### config.mk
export PLATFORM = sky130hd
export DESIGN_NAME = oam_dma_ctrl
export DESIGN_NICKNAME = d
export VERILOG_FILES = /design/src/rtl/oam_dma_ctrl.sv
export SDC_FILE = /design/constraint.sdc
export NUM_CORES = 1
export LEC_CHECK = 0
export CAP_MARGIN = 20
export CORE_MARGIN = 2
export CORE_UTILIZATION = 35
export DETAILED_ROUTE_END_ITERATION = 10
export GPL_ROUTABILITY_DRIVEN = 0
export GPL_TIMING_DRIVEN = 0
export HOLD_SLACK_MARGIN = 0.15
export MAX_ROUTING_LAYER = met4
export PLACE_DENSITY = 0.74
export SLEW_MARGIN = 20
export SYNTH_ARGS = -nofsm -noshare
export SYNTH_HDL_FRONTEND = slang
export SYNTH_SLANG_ARGS = --single-unit
### constraint.sdc
create_clock -name i_clk -period 2.42 [get_ports i_clk]
set_clock_uncertainty 0.15 [all_clocks]
set_input_delay 0.484 -clock i_clk [delete_from_list [all_inputs] [get_ports i_clk]]
set_output_delay 0.484 -clock i_clk [all_outputs]
set_load 0.005 [all_outputs]
### src/rtl/oam_dma_ctrl.sv
// oam_dma_ctrl
// OAM DMA controller and arbiter for the single shared memory port.
// A CPU write to DMA_REG_ADDR loads the source page and copies DMA_LEN bytes
// from {src_page,8'h00} to OAM_BASE. During the copy the DMA owns the bus and
// CPU traffic is blocked. When idle, CPU traffic passes straight through.
//
// Ports:
//   i_clk, i_rst         clock, asynchronous active-high reset
//   i_cpu_rd_addr        CPU read address
//   i_cpu_wr_en/addr/data  CPU write request
//   o_cpu_rd_data        read data returned to the CPU
//   o_mem_rd_addr        memory read address (memory read is asynchronous)
//   i_mem_rd_data        memory read data, valid in the same cycle
//   o_mem_wr_en/addr/data  memory write request, sampled at the rising edge
//   o_dma_active         high while the DMA owns the bus
module oam_dma_ctrl #(
  parameter logic [15:0] DMA_REG_ADDR = 16'hFF46,
  parameter logic [15:0] OAM_BASE     = 16'hFE00,
  parameter int unsigned DMA_LEN      = 160
) (
  input  logic        i_clk,
  input  logic        i_rst,
  input  logic [15:0] i_cpu_rd_addr,
  input  logic        i_cpu_wr_en,
  input  logic [15:0] i_cpu_wr_addr,
  input  logic [7:0]  i_cpu_wr_data,
  output logic [7:0]  o_cpu_rd_data,
  output logic [15:0] o_mem_rd_addr,
  input  logic [7:0]  i_mem_rd_data,
  output logic        o_mem_wr_en,
  output logic [15:0] o_mem_wr_addr,
  output logic [7:0]  o_mem_wr_data,
  output logic        o_dma_active
);

  typedef enum logic [1:0] {
    IDLE,
    START,
    READ,
    WRITE
  } state_t;

  localparam logic [7:0] LAST_IDX = 8'(DMA_LEN - 1);

  state_t     state;
  state_t     state_next;
  logic [7:0] src_page;
  logic [7:0] idx;
  logic [7:0] rd_buf;
  logic       dma_reg_wr;

  // Writes to the DMA register are consumed here in every state.
  assign dma_reg_wr = i_cpu_wr_en && (i_cpu_wr_addr == DMA_REG_ADDR);

  // NOTE: state is updated with non-blocking assignments so every register
  // samples pre-edge values regardless of statement order.
  always_ff @(posedge i_clk or posedge i_rst) begin
    if (i_rst) begin
      state    <= IDLE;
      src_page <= 8'hFF;
      idx      <= 8'h00;
      rd_buf   <= 8'h00;
    end else begin
      state <= state_next;
      if (state == READ) begin
        rd_buf <= i_mem_rd_data;
      end
      // A (re)start overrides the index advance of a concurrent WRITE cycle.
      if (dma_reg_wr) begin
        src_page <= i_cpu_wr_data;
        idx      <= 8'h00;
      end else if (state == WRITE && idx != LAST_IDX) begin
        idx <= idx + 8'd1;
      end
    end
  end

  // NOTE: every output of a combinational block gets a default first, so no
  // path through the case can leave one unassigned and infer a latch.
  always_comb begin
    state_next = state;
    unique case (state)
      IDLE:    state_next = IDLE;
      START:   state_next = READ;
      READ:    state_next = WRITE;
      WRITE:   state_next = (idx == LAST_IDX) ? IDLE : READ;
      default: state_next = IDLE;
    endcase
    // Restart wins over both WRITE exits.
    if (dma_reg_wr) begin
      state_next = START;
    end
  end

  always_comb begin
    o_mem_rd_addr = i_cpu_rd_addr;
    o_mem_wr_addr = i_cpu_wr_addr;
    o_mem_wr_data = i_cpu_wr_data;
    o_mem_wr_en   = 1'b0;
    o_cpu_rd_data = 8'hFF;
    unique case (state)
      IDLE: begin
        // Reset forces the strobe low even though IDLE passes traffic through.
        o_mem_wr_en   = i_cpu_wr_en && !dma_reg_wr && !i_rst;
        o_cpu_rd_data = i_mem_rd_data;
      end
      START: begin
      end
      READ: begin
        o_mem_rd_addr = {src_page, idx};
      end
      WRITE: begin
        o_mem_wr_en   = 1'b1;
        o_mem_wr_addr = OAM_BASE + {8'h00, idx};
        o_mem_wr_data = rd_buf;
      end
      default: begin
      end
    endcase
    // The source register is readable whether or not the DMA owns the bus.
    if (i_cpu_rd_addr == DMA_REG_ADDR) begin
      o_cpu_rd_data = src_page;
    end
  end

  assign o_dma_active = (state != IDLE);

endmodule

==> flow_summary.ini, run 1 <==
[synthesis]
postSynthCellCount = 164
synth-seq-area-share_pct = 36.3
yosysUniqueCellTypes = 38
synth-seq-cells = 26
yosys.area.top_type = mux2_2
asyncSetResetFlopFracSynth_pct = 100
ys.flop_type = dfrtp_1
syn_nets = 219
synth_top_area_share_pct = 32.1
synth_common_cells = 52 x mux2_2, 18 x dfrtp_1, 10 x nor2_1
synth_enable_flop_cells = 0
netlist_area_sq_um = 1820
synth_area_leaders = mux2_2 32%, dfrtp_1 25%, dfstp_2 12%
synth.most_common_cell = mux2_2
avgSynthCellArea_sq_um = 11.1
yosysWarnings = 0

[cells_and_area]
final_area_sq_um = 3310
final_cells = 358
final_util_pct = 65.3
nNetsFinal = 344
diodes = 0
drive_above_1_share_pct = 47.6
syn2layout_area_growth_pct = 81.8

[critical_path]
ff2ff_path_depth = 4
startpoint_type = input port
cp.arrival_ns = 1.89
cp-end-kind = output port
crit_chain = clkdlybuf4s50_1 > nand4bb_4 > nor4_4 > or3_4 > a21oi_2 > clkdlybuf4s15_2
crit_required_ns = 1.79
reg2reg_slack_ns = 0.60
rr_startpoint = idx[6]
cpMaxStageDelayCell = clkdlybuf4s50_1
path_class = in -> out
r2r_end = idx[1]
path_max_fanout = 2
max_stage_delay_ns = 0.48
startpoint = i_cpu_wr_addr[3]

[clock_network]
clock_latency_ns = 0.27
cts_tree = yes
cts_sinks = 26
clk_pin_slew_ns = 0.08
htree_levels = 1
ctsHoldBuffers = 0
numCtsBuffers = 3
root_buffer = clkbuf_8
clockBufferDepth = 2

[grt]
grt_first_pass_wirelength_mm = 10.1
grt_max_degree = 27
grt_pass1_vias = 1916
antenna_found_initial = 0
track_usage_pct = 21.9
grt.overflow.total = 0

[route]
dr_total_vias = 1806
first_iter_violations = 68
ant_nets = 0
routedWlPerCell_um = 16.6
first_pass_iters = 4
drc_errors = 0
wirelength_mm = 5.93
viasPerCell = 5.04

[sta]
worst_slack_ns = -0.105
period_needed_ns = 2.53
min_period_over_period_pct = 104
slew_headroom_pct = 80.1
rsz0062_at_grt = yes
worst_pin_slew_ns = 0.297
drv_slew = 0
setup_viol_count_final = 10
fmax_mhz = 396
tns_ns = -0.793
final-hold-violation-count = 0
holdWs_ns = 0.316

[floorplan]
start_util_pct = 35.9
die-width_um = 76.1
rows = 26
core_sq_um = 5070
ios = 101
fp.dieH_um = 76.1
die-area_sq_um = 5800

[pwr]
p_clk_share_pct = 9.9
swShare_pct = 33.6
combPwrFrac_pct = 65.3
p_per_area_nw_per_um2 = 858
p_sw_uw = 955
ir_drop_v = 0.000450
p_leak_uw = 0.00158
p_seq_share_pct = 24.8
internal_power_uw = 1880

[placement]
portBuffers = 100
detailed_place_hpwl_mm = 4.10
placedInstanceArea_sq_um = 2910
dp.cells = 334

[run]
cap_violations = 0

[outcome]
status = finished, violations left
violations = negative setup slack

[worst_hold_path]
hold_class = in -> async
==> critical path, delay by kind of cell <==
family | cells | cell delay [ns]
buffers and inverters | 2 | 0.69
and+or+nand+nor | 3 | 0.57
AOI/OAI and AO/OA | 1 | 0.14
==> cells in the final DEF (no fill, tap or decap), types with 3 or more instances in the layout <==
master and count:
buf_12 3, buf_4 13, buf_6 14, buf_8 5, clkbuf_2 12, clkbuf_8 5
clkdlybuf4s50_1 25, dfrtp_1 18, dfstp_2 8, dlygate4sd2_1 38, dlymetal6s2s_1 10, inv_1 4
mux2_1 3, mux2_2 43, mux2_4 9, nand2_1 3, nand2b_1 8, nand4_1 5
nor2_1 10, o21ai_0 3, or2_2 7, xor2_1 3
==> per-stage QoR <==
step | total power, uW | setup WS [ns]
after floorplan | 1440 | 0.171
after global placement | 2220 | -0.949
after detailed placement | 2230 | -0.933
after CTS | 2690 | -0.152
after global routing | 3030 | -0.150
final | 2840 | -0.105
==> routing by layer <==
metal / up-vias / track usage [%] / part of all wire [%]
met5: - / - / 0
met4: 0 / 4.18 / 1.0
met3: 6 / 3.91 / 6.3
met2: 91 / 35.4 / 47
met1: 868 / 29.3 / 45
li1: 841 / - / -
==> worst max path at each step <==
stage / to / slack (ns)
floorplan: o_cpu_rd_data[0] / 0.17
global placement: o_cpu_rd_data[0] / -0.95
detailed placement: o_cpu_rd_data[6] / -0.93
CTS: o_mem_wr_en / -0.15
global route: o_mem_rd_addr[10] / -0.15
finish: o_mem_wr_en / -0.11
==> logic make-up after synthesis <==
| kind of cell | Yosys count | synth area share (%) |
|---|---|---|
| AO/OA/AOI/OAI | 9 | 3.37 |
| XOR/XNOR | 4 | 1.92 |
| adder cells (fa/ha/maj) | 4 | 2.75 |
| buffers and inverters | 14 | 3.36 |
| flip-flops | 26 | 36.3 |
| multiplexers | 57 | 35.1 |
| AND/OR/NAND/NOR | 50 | 17.2 |
==> power by group through the flow <==
| stage | clock, uW | combinational, uW | sequential, uW |
|---|---|---|---|
| global route | 300 | 2000 | 729 |
| floorplan | 0 | 782 | 657 |
| finish | 282 | 1850 | 704 |
| CTS | 288 | 1710 | 692 |
| global placement | 0 | 1530 | 692 |
| detailed placement | 0 | 1530 | 696 |
==> registers in the layout (all words and copies together) (netlist names) <==
register and flops:
src_page 8, rd_buf 8, idx 8, state 2
==> cell type report <==
class                      count  area (sq um)
sequential                    26           661
clock buffer                   4          55.1
tap                           70          87.6
multi-input combinational    124          1220
buffer                         8           105
fill                         416          1760
inverter                       6          22.5
timing repair buffer         120          1160
==> what timing repair did <==
action,in CTS,in global routing
buffers inserted,11,8
pin swaps,11,8
endpoints found under the setup margin,49,33
gates cloned,1,0
gates resized for setup,154,46
(Power assumes the default switching activity.)
==> run 2, diff against run 1 <==
--- a/config.mk
+++ b/config.mk
@@ -18,3 +18,4 @@
 export SYNTH_ARGS = -nofsm -noshare
 export SYNTH_HDL_FRONTEND = slang
 export SYNTH_SLANG_ARGS = --single-unit
+export TNS_END_PERCENT = 20
==> run 2 against run 1 <==
  * The run still ends with negative setup slack left
  * Hold slack gained 0.046 ns
  * Combinational power decreased by 9%
  * Non-clock buffer count decreased by 12
  * Core utilization down 1.9 points
  * Global-route usage shrank 0.47 points
  * Count of clock-buffer cells in the layout unchanged
  * Final cell count shrank 3.4%
  * Register-to-register slack improved by 0.04 ns
  * Via count fell by 5.0%
  * Setup slack lost 0.028 ns
  * Routed wire length decreased by 4.7%
  * Critical path type is now reg -> out
  * Critical endpoint is now o_mem_wr_addr[13]
==> flow_summary.ini, run 2 (same netlist as run 1, synthesis figures left out) <==
[sta]
setup_viol_count_final = 29
drv_slew = 0
min_period_over_period_pct = 105
period_needed_ns = 2.55
rsz0062_at_grt = yes
slew_headroom_pct = 37.9
fmax_mhz = 392
worst_slack_ns = -0.133
final-hold-violation-count = 0
worst_pin_slew_ns = 0.926

[placement]
dpl_worst_slack_ns = -0.933
dp.cells = 334
detailed_place_hpwl_mm = 4.10
portBuffers = 100

[cells_and_area]
final_cells = 346
syn2layout_area_growth_pct = 76.4
final_util_pct = 63.3
reg.largest.list = idx x8, rd_buf x8, src_page x8
diodes = 0
final_common_cell = mux2_2
final_cell_mix = 44 x mux2_2, 40 x clkdlybuf4s50_1, 36 x dlygate4sd2_1
nNetsFinal = 332
drive_above_1_share_pct = 40.6

[run]
cap_violations = 0

[clock_network]
ctsHoldBuffers = 0
numCtsBuffers = 3
root_buffer = clkbuf_8
cts_sinks = 26
clock_latency_ns = 0.27
htree_levels = 1
clockBufferDepth = 2
cts_tree = yes
clk_pin_slew_ns = 0.09

[critical_path]
crit_required_ns = 1.79
cp.arrival_ns = 1.92
startpoint_type = flip-flop
path_class = reg -> out
cp-end-kind = output port
path_max_fanout = 10
ff2ff_path_depth = 4

[floorplan]
core_sq_um = 5070
ios = 101
die-area_sq_um = 5800
rows = 26
start_util_pct = 35.9
fp.dieH_um = 76.1
die-width_um = 76.1

[pwr]
ir_drop_v = 0.000469
p_leak_uw = 0.00151
p_per_area_nw_per_um2 = 830

[grt]
grt_max_degree = 27
track_usage_pct = 21.5
grt_first_pass_wirelength_mm = 9.96
grt_pass1_vias = 1900
grt.overflow.total = 0
antenna_found_initial = 0

[outcome]
status = finished, violations left
violations = negative setup slack

[worst_hold_path]
hold_class = reg -> reg
hold_depth = 1

[route]
routedWlPerCell_um = 16.3
wirelength_mm = 5.65
dr_total_vias = 1715
first_iter_violations = 77
ant_nets = 0
wl_met2_mm = 2.61
met3_length_um = 378
wl_met1_mm = 2.60
first_pass_iters = 4
drc_errors = 0
viasPerCell = 4.96
highest_layer = met4
==> run 2: layout make-up <==
class | instances | area, sq um
inverters | 6 | 22.5
clock buffers | 4 | 55.1
fillers | 427 | 1860
multi-input cells | 124 | 1190
well taps | 70 | 87.6
repair buffers | 108 | 1100
plain buffers | 8 | 95.1
flip-flops and latches | 26 | 661
==> run 2: final timing paths <==
kind                                      to      start  slack (ns)
setup / recovery           o_mem_wr_addr[13]   state[0]       -0.13
hold / removal                     rd_buf[0]  rd_buf[0]        0.36
setup reg to reg                      idx[1]     idx[6]        0.64
hold reg to reg                    rd_buf[0]  rd_buf[0]        0.36
max in group asynchronous          rd_buf[2]      i_rst        1.20
min in group asynchronous             idx[0]      i_rst        0.49
==> run 2: worst max-delay path, stage by stage, from the launching register on <==
cell	delay, ns
dfrtp_1	0.40
ha_2	0.22
buf_6	0.16
clkbuf_8	0.16
or2_2	0.27
clkdlybuf4s50_1	0.45
==> run 2: power by group <==
group          switching, uW  total (uW)  internal (uW)
clock                    135         280            145
combinational            621        1690           1070
sequential               124         695            571
total                    879        2670           1790
==> run 2: metal layers <==
layer | vias up | track usage, %
met4 | 0 | 3.64
met5 | - | -
met2 | 88 | 35.1
met1 | 801 | 28.5
li1 | 817 | -
met3 | 9 | 3.91
==> run 2: through the flow <==
step / TNS (ns) / cell area [sq um] / total power (uW) / hold slack (ns)
final: -1.93 / 3210 / 2670 / 0.363
after global routing: -4.83 / 3210 / 2860 / 0.391
after CTS: -2.63 / 3170 / 2680 / 0.365
after detailed placement: -19.32 / 2910 / 2230 / 0.342
after global placement: -19.77 / 2910 / 2220 / 0.336
after floorplan: 0 / 1820 / 1440 / 0.325
==> run 2: repair_timing <==
action	in CTS	in global routing
setup buffers	7	0
pin swaps	10	9
resized for setup	135	14
cloned	1	0
endpoints found under the setup margin	49	46
==> run 3, diff against run 2 <==
--- a/config.mk
+++ b/config.mk
@@ -5,7 +5,6 @@
 export SDC_FILE = /design/constraint.sdc
 export NUM_CORES = 1
 export LEC_CHECK = 0
-export CAP_MARGIN = 20
 export CORE_MARGIN = 2
 export CORE_UTILIZATION = 35
 export DETAILED_ROUTE_END_ITERATION = 10
==> results of run 3 <==
No change in the layout: final DEF, timing and power equal those of run 2.
